<file path="src/rtl/ma_pkg.sv">
// Shared sizing helpers for the moving-average filter family.
// Window geometry is derived from LOG2_TAPS so every block agrees on widths.
package ma_pkg;

    function automatic int sum_width(input int data_w, input int log2_taps);
        return data_w + log2_taps;
    endfunction

    function automatic int taps(input int log2_taps);
        return 1 << log2_taps;
    endfunction

    function automatic int round_k(input int log2_taps);
        return 1 << (log2_taps - 1);
    endfunction

endpackage

</file>
<file path="src/rtl/ma_delay_line.sv">
// Circular sample buffer for the moving-average window.
// The slot under the write pointer is always the oldest sample and is presented combinationally.
module ma_delay_line
    import ma_pkg::*;
#(
    parameter int DATA_W    = 16,
    parameter int LOG2_TAPS = 2
) (
    input  logic              clk,
    input  logic              rst,
    input  logic              clear,
    input  logic              wr_en,
    input  logic [DATA_W-1:0] wr_data,
    output logic [DATA_W-1:0] oldest
);

    localparam int TAPS = taps(LOG2_TAPS);

    logic [DATA_W-1:0]    mem_p1 [TAPS];
    logic [LOG2_TAPS-1:0] ptr_p1;

    assign oldest = mem_p1[ptr_p1];

    // Stage p1: history slots zero on flush so warm-up treats empty taps as 0
    always_ff @(posedge clk) begin
        if (rst || clear) begin
            for (int i = 0; i < TAPS; i++) begin
                mem_p1[i] <= '0;
            end
            ptr_p1 <= '0;
        end else if (wr_en) begin
            mem_p1[ptr_p1] <= wr_data;
            ptr_p1         <= ptr_p1 + 1'b1;
        end
    end

endmodule

</file>
<file path="src/rtl/ma_filter_param.sv">
// Parametrised moving-average filter: running sum over 2^LOG2_TAPS samples,
// round-half-up division, one-cycle latency, history clear and primed flag.
module ma_filter_param
    import ma_pkg::*;
#(
    parameter int DATA_W    = 16,
    parameter int LOG2_TAPS = 2
) (
    input  logic              clk,
    input  logic              rst,
    input  logic              in_valid,
    input  logic [DATA_W-1:0] noisy_data,
    input  logic              clear,
    output logic              out_valid,
    output logic [DATA_W-1:0] filtered_data,
    output logic              primed
);

    localparam int SUM_W = sum_width(DATA_W, LOG2_TAPS);
    localparam int TAPS  = taps(LOG2_TAPS);
    localparam int CNT_W = LOG2_TAPS + 1;
    localparam logic [SUM_W-1:0] RND  = SUM_W'(round_k(LOG2_TAPS));
    localparam logic [CNT_W-1:0] FULL = CNT_W'(TAPS);

    // Adding half a step before the shift gives round-half-up; the sum
    // tops out at TAPS*(2^DATA_W-1), so adding RND cannot wrap.
    function automatic logic [DATA_W-1:0] round_avg(input logic [SUM_W-1:0] s);
        logic [SUM_W-1:0] t;
        t = s + RND;
        return t[SUM_W-1:LOG2_TAPS];
    endfunction

    logic              accept_p0;
    logic [DATA_W-1:0] oldest_p0;
    logic [SUM_W-1:0]  sum_next_p0;

    logic [SUM_W-1:0]  sum_p1;
    logic [CNT_W-1:0]  fill_p1;
    logic              vld_p1;
    logic [DATA_W-1:0] avg_p1;

    assign accept_p0   = in_valid & ~clear;
    assign sum_next_p0 = sum_p1 + SUM_W'(noisy_data) - SUM_W'(oldest_p0);

    ma_delay_line #(
        .DATA_W    (DATA_W),
        .LOG2_TAPS (LOG2_TAPS)
    ) u_delay (
        .clk     (clk),
        .rst     (rst),
        .clear   (clear),
        .wr_en   (accept_p0),
        .wr_data (noisy_data),
        .oldest  (oldest_p0)
    );

    // Stage p1: running sum, rounded output, fill count and valid
    always_ff @(posedge clk) begin
        if (rst) begin
            sum_p1  <= '0;
            fill_p1 <= '0;
            vld_p1  <= 1'b0;
            avg_p1  <= '0;
        end else if (clear) begin
            sum_p1  <= '0;
            fill_p1 <= '0;
            vld_p1  <= 1'b0;
        end else begin
            vld_p1 <= in_valid;
            if (in_valid) begin
                sum_p1 <= sum_next_p0;
                avg_p1 <= round_avg(sum_next_p0);
                if (fill_p1 != FULL) begin
                    fill_p1 <= fill_p1 + 1'b1;
                end
            end
        end
    end

    assign out_valid     = vld_p1;
    assign filtered_data = avg_p1;
    assign primed        = (fill_p1 == FULL);

endmodule
</file>
<file path="config.mk">
export PLATFORM = sky130hd
export DESIGN_NAME = ma_filter_param
export DESIGN_NICKNAME = d
export VERILOG_FILES = /design/src/rtl/ma_pkg.sv /design/src/rtl/ma_delay_line.sv /design/src/rtl/ma_filter_param.sv
export SDC_FILE = /design/constraint.sdc
export NUM_CORES = 1
export LEC_CHECK = 0
export CAP_MARGIN = 20
export CORE_MARGIN = 4
export CORE_UTILIZATION = 52
export CTS_CLUSTER_DIAMETER = 30
export CTS_CLUSTER_SIZE = 40
export DETAILED_ROUTE_END_ITERATION = 8
export PLACE_DENSITY_LB_ADDON = 0.08
export RECOVER_POWER = 25
export SETUP_SLACK_MARGIN = 0.15
export SLEW_MARGIN = 20
export SYNTH_ARGS = -nofsm -noshare
export SYNTH_HDL_FRONTEND = slang
export SYNTH_SLANG_ARGS = --single-unit
</file>
<file path="constraint.sdc">
create_clock -name clk -period 6.8 [get_ports clk]
set_clock_uncertainty 0.1 [all_clocks]
set_input_delay 1.36 -clock clk [delete_from_list [all_inputs] [get_ports clk]]
set_output_delay 1.36 -clock clk [all_outputs]
set_load 0.01 [all_outputs]
</file>
==> impl_metrics.ini, run 1 <==
[status]
status = complete, but fails checks
violations = capacitance limit, slew limit

[worst_hold_path]
worstHoldPathType = reg2reg
hp-start = filtered_data[0]
hold_end = filtered_data[0]
hold_depth = 2

[die]
dieArea_um2 = 13240
row_count = 38
die_width_um = 115.1
fp.dieH_um = 115.1
core_area_um2 = 11030
boundaryPins = 38
initial_utilization = 0.5404

[route]
via_per_inst = 5.527
ant_nets = 0
via_count = 4029
wl_um = 12490
dr.pass1.iters = 4
wl_per_cell_um = 17.13
drc = 0
first_iter_violations = 286

[power]
switching_share = 0.3447
p_comb_frac = 0.364
power_frac_seq = 0.375
p_leak_uw = 0.002732
p_sw_uw = 695.0
clockPowerShare = 0.261
power_density_nw_per_um2 = 299.1
ir_drop_v = 0.0001504
p_int_uw = 1322

[worst_setup_path]
cp-start-kind = input port
crit_path_top_delay_cell = clkbuf_1
cp-end-kind = flop
criticalPathCategory = in2reg
cp.arrival_ns = 5.17
critPathMaxFanout = 32
crit_chain = dlygate4sd3_1 -> clkbuf_1 -> nor2b_2 -> buf_4 -> nand2b_1 -> buf_4 -> nor3_1 -> nand2b_1
crit_path_start = in_valid
r2r-end = filtered_data[15]
worstRegToRegCells = 13
r2r_setup_slack_ns = 1.73
crit_path_max_incr_delay_ns = 1.26
crit_required_ns = 6.68

[synthesis]
ys_top_cells_by_count = inv_1 (72), edfxtp_1 (64), nor2_1 (59), dfxtp_1 (42), and2_1 (41)
synth_cells = 555
ys_async_sr_fraction = 0
synth_area_leader_cell = edfxtp_1
synth_top_area_share = 0.3224
syn_area_um2 = 5961
synth.most_common_cell = inv_1
netlist_top_cells_area = edfxtp_1 (32%), dfxtp_1 (14%), mux4_2 (6.0%)
syn_avg_cell_area_um2 = 10.74
yosys_warnings = 0
yosys_register_bits = 106
synth_edf_count = 64
ys_seq_area_frac = 0.4635
synth.distinct_cells = 60
synth_nets = 612
ys.flop_type = edfxtp_1

[placed_design]
place.gp.congestion = 0.8810
dp_hpwl_um = 8913
io_buffers = 37
place_area_um2 = 6449

[sta]
setup_violations = 0
tightestPinTransition_ns = 1.764
min_period_over_period = 0.7786
rsz0062_at_grt = no
slew_violations = 54
fin_setup_tns_ns = 0
fmax_ghz = 0.1889
worst_hold_slack_ns = 0.3531
relSlewSlack = -0.1760
post-route-min-period_ns = 5.295
hold_viol = 0

[clock_tree]
cts_sinks = 106
cts_hold_buf = 0
clk_pin_slew_worst_paths_ns = 0.07
post_cts_resized = 0
cts_tree = yes
htree_levels = 3
insertion_delay_ns = 0.36
root_buffer = clkbuf_16
cts_buffer_depth = 2
cts_setup_buffers = 0
cts_buffers = 9

[grt]
track_usage = 0.2025
gr-total-overflow = 0
grt_pass1_wl_um = 20670
grt_max_degree = 33
grt_pass1_vias = 4069
antenna_found_initial = 0

[cells_and_area]
fin_util = 0.6112
design_area_um2 = 6741
ff_latch_area_um2 = 2763
drive_gt1_frac = 0.08829
nNetsFinal = 641
syn2layout_area_growth_pct = 13.10
antenna_cells = 0
fillerInstances = 942
multi_input_area_um2 = 2818

[run]
max_cap_viol_count = 2
[sequential cells by signal, indices dropped and copies added, names as in the netlist, named ones only]
register        flops
filtered_data      16
u_delay.ptr_p1      2
fill_p1             3
sum_p1             18
out_valid           1
u_delay.mem_p1     64
[cell usage in the layout, fill, tap and decap left out, types with 3 or more instances in the layout]
cell             instances
inv_1                   72
edfxtp_1                64
nor2_1                  59
dfxtp_1                 42
and2_1                  41
nand2_1                 24
ha_1                    21
xnor2_1                 20
dlygate4sd3_1           20
clkdlybuf4s50_1         17
mux4_2                  16
a21oi_1                 16
fa_1                    16
mux2i_1                 15
a211oi_1                15
nor4_1                  14
xor2_1                  10
nand3_1                  9
clkbuf_16                9
o21ai_0                  7
nor3_1                   6
buf_4                    6
nand2b_1                 5
or3_1                    5
nor3b_1                  4
a21o_1                   4
nand4_1                  3
[per-layer routing]
metal | GRT usage | part of all wire
met1 | 0.2797 | 0.47
met4 | 0.06729 | 0.016
met5 | 0 | 0
met3 | 0.03474 | 0.043
met2 | 0.3268 | 0.47
[critical path: cells and delay by family]
family	cells	cell delay (ns)
buffers and inverters	4	2.31
and+or+nand+nor	4	1.47
[cell type report]
class | instances | area share
multi-input combinational | 351 | 0.4180
timing repair buffer | 44 | 0.06218
clock buffer | 10 | 0.03396
tap | 140 | 0.02598
sequential | 106 | 0.4098
clock inverter | 6 | 0.01002
inverter | 72 | 0.04009
[worst max path at each step]
stage | to | slack [ns] | cells after the start
5_1_grt | u_delay.mem_p1[2][15] | 1.17 | 8
2_1_floorplan | filtered_data[15] | 1.86 | 15
4_1_cts | filtered_data[15] | 1.61 | 14
6_report | u_delay.mem_p1[0][12] | 1.51 | 8
3_3_place_gp | filtered_data[15] | 1.29 | 13
3_5_place_dp | filtered_data[15] | 1.23 | 14
[metrics by stage]
step | cells | worst slack (ns) | total power [µW]
6_report | 729 | 1.505 | 2017
5_1_grt | 729 | 1.172 | 2145
4_1_cts | 729 | 1.613 | 2033
3_5_place_dp | 713 | 1.233 | 1502
3_3_place_gp | 713 | 1.289 | 1490
2_1_floorplan | 555 | 1.863 | 1328
[logic make-up (layout without fill, tap and decap cells)]
group                    after synthesis  in the layout  synth area share
XOR/XNOR                              30             30           0.04408
flip-flops                           106            106            0.4635
AO/OA/AOI/OAI                         64             64           0.07662
adder cells (fa/ha/maj)               37             37           0.09782
multiplexers                          32             32           0.08753
buffers and inverters                 98            132           0.06423
AND/OR/NAND/NOR                      188            188            0.1663
[power by group through the flow]
stage               clock [µW]  combinational, µW  sequential [µW]
finish                     527                734              756
global route               565                818              761
CTS                        539                737              757
detailed placement           0                731              772
global placement             0                721              769
floorplan                    0                561              767
Note: power is estimated with default switching activity, not from simulation.
==> inputs of run 2 (changes only) <==
clock period = 5.45 ns   (was 6.8 ns; I/O delays follow)
==> run 2 against run 1 <==
The run still ends with capacitance limit, slew limit left. Cell count grew 0.69%. Clock power grew 30%. Sequential cell count is the same. First-iteration DRC count shrank 0.70%. Register-to-register slack lost 0.99 ns. Sequential share of layout area shrank 0.31 points. Sequential power grew 24%. Highest routed layer unchanged.
==> impl_metrics.ini, run 2 (synthesized netlist as in run 1, its figures left out) <==
[die]
die_width_um = 115.1
row_count = 38
boundaryPins = 38
initial_utilization = 0.5404
dieArea_um2 = 13240
fp.dieH_um = 115.1
core_area_um2 = 11030

[placed_design]
post-place-ws_ns = 0.2297
dp_hpwl_um = 9078
place.gp.congestion = 0.9085
io_buffers = 37

[worst_hold_path]
worstHoldPathType = reg2reg
hp-start = filtered_data[6]

[cells_and_area]
max_flop_register = u_delay.mem_p1
final_common_cell = inv_1
fin_util = 0.6158
antenna_cells = 0
nNetsFinal = 646
largest_reg_flops = 64
syn2layout_area_growth_pct = 13.96
final_cell_mix = inv_1 (72), edfxtp_1 (64), nor2_1 (59)
drive_gt1_frac = 0.09428

[worst_setup_path]
cp-end-kind = flop
criticalPathCategory = in2reg
crit_path_start = noisy_data[1]
cp.arrival_ns = 4.99
crit_path_top_delay_cell = fa_1
cp-start-kind = input port
crit_chain = clkdlybuf4s50_1 -> inv_1 -> fa_1 -> inv_1 -> ha_1 -> a21o_2 -> nand4_1 -> a211oi_4 -> nor2_2 -> or3_4 -> a2111o_1 -> nor3b_2 -> nand3_1 -> o211a_1
crit_path_max_incr_delay_ns = 0.59
cp_common_cell = inv_1
crit_required_ns = 5.59
critPathMaxFanout = 5
r2r_setup_slack_ns = 0.74

[route]
ant_nets = 0
drc = 0
via_count = 4076
first_iter_violations = 284
wl_um = 12480
dr.pass1.iters = 5
via_per_inst = 5.553
wl_per_cell_um = 17.00

[sta]
worst_hold_slack_ns = 0.3572
worst_slack_ns = 0.6010
fmax_ghz = 0.2062
rsz0062_at_grt = no
fin_setup_tns_ns = 0
slew_violations = 53
setup_violations = 0
relSlewSlack = -0.1297
post-route-min-period_ns = 4.849
hold_viol = 0
min_period_over_period = 0.8897
tightestPinTransition_ns = 1.695

[clock_tree]
cts_buffer_depth = 2
cts_hold_buf = 0
htree_levels = 3
post_cts_resized = 0
cts_setup_buffers = 0
cts_buffers = 9
cts_tree = yes
clk_pin_slew_worst_paths_ns = 0.07
cts_sinks = 106
insertion_delay_ns = 0.35
root_buffer = clkbuf_16

[power]
ir_drop_v = 0.0001956
finalPower_uw = 2566
power_density_nw_per_um2 = 377.7
p_leak_uw = 0.002759

[grt]
grt_pass1_wl_um = 20470
grt_max_degree = 29
grt_pass1_vias = 4032
grtUsageMet3 = 0.02632
gr-total-overflow = 0
antenna_found_initial = 0
grt_busiest_layer = met2
grt_use_met2 = 0.3329
use_met1 = 0.2752
track_usage = 0.2012

[run]
max_cap_viol_count = 2

[status]
violations = capacitance limit, slew limit
status = complete, but fails checks
-- run 2: cell types whose count changed in the layout (fill, tap and decap cells not counted), sizes merged --
| cell | delta |
|---|---|
| buf | +4 |
| clkbuf | +3 |
| clkinv | -3 |
| inv | +1 |
-- run 2: path summary, 6_finish.rpt --
check | to | cells past startpoint
max | filtered_data[15] | 14
min | filtered_data[6] | 2
max reg2reg | filtered_data[15] | 13
min reg2reg | filtered_data[6] | 2
-- run 2: where the power goes --
group | leakage, µW | internal, µW | total (µW) | switching, µW
Sequential | 0.00105 | 912 | 941 | 29.1
Clock | 0.000151 | 387 | 684 | 297
Combinational | 0.00155 | 397 | 940 | 543
Total | 0.00276 | 1700 | 2570 | 870
-- run 2: critical path: cells and delay by family --
kind / cells / cell delay (ns)
fa+ha+maj: 2 / 0.86
buf+inv: 3 / 0.64
compound gates: 4 / 1.32
simple gates: 5 / 1.07
-- run 2: final cells by class --
class	instances	area [µm²]
fill	935	4238
clock inverter	4	57.56
sequential	106	2763
multi-input combinational	351	2818
clock buffer	12	256.5
timing repair buffer	49	452.9
tap	140	175.2
inverter	72	270.3
-- run 2: metal layers --
metal	vias to the layer above	wire length [µm]
met2	111	6006
met4	0	201
met1	1959	5677
met5	-	0
met3	17	594
li1	1989	-
-- run 2: stage by stage --
stage	instance area [µm²]	std cells
floorplan	5961	555
global placement	6486	718
detailed placement	6486	718
CTS	6800	734
global route	6793	734
finish	6793	734
==> inputs of run 3 (changes only) <==
CTS_CLUSTER_DIAMETER = 150   (was 30)
SLEW_MARGIN = default   (was 20)
==> results of run 3 <==
Final layout, timing and power as in run 2 (identical DEF).
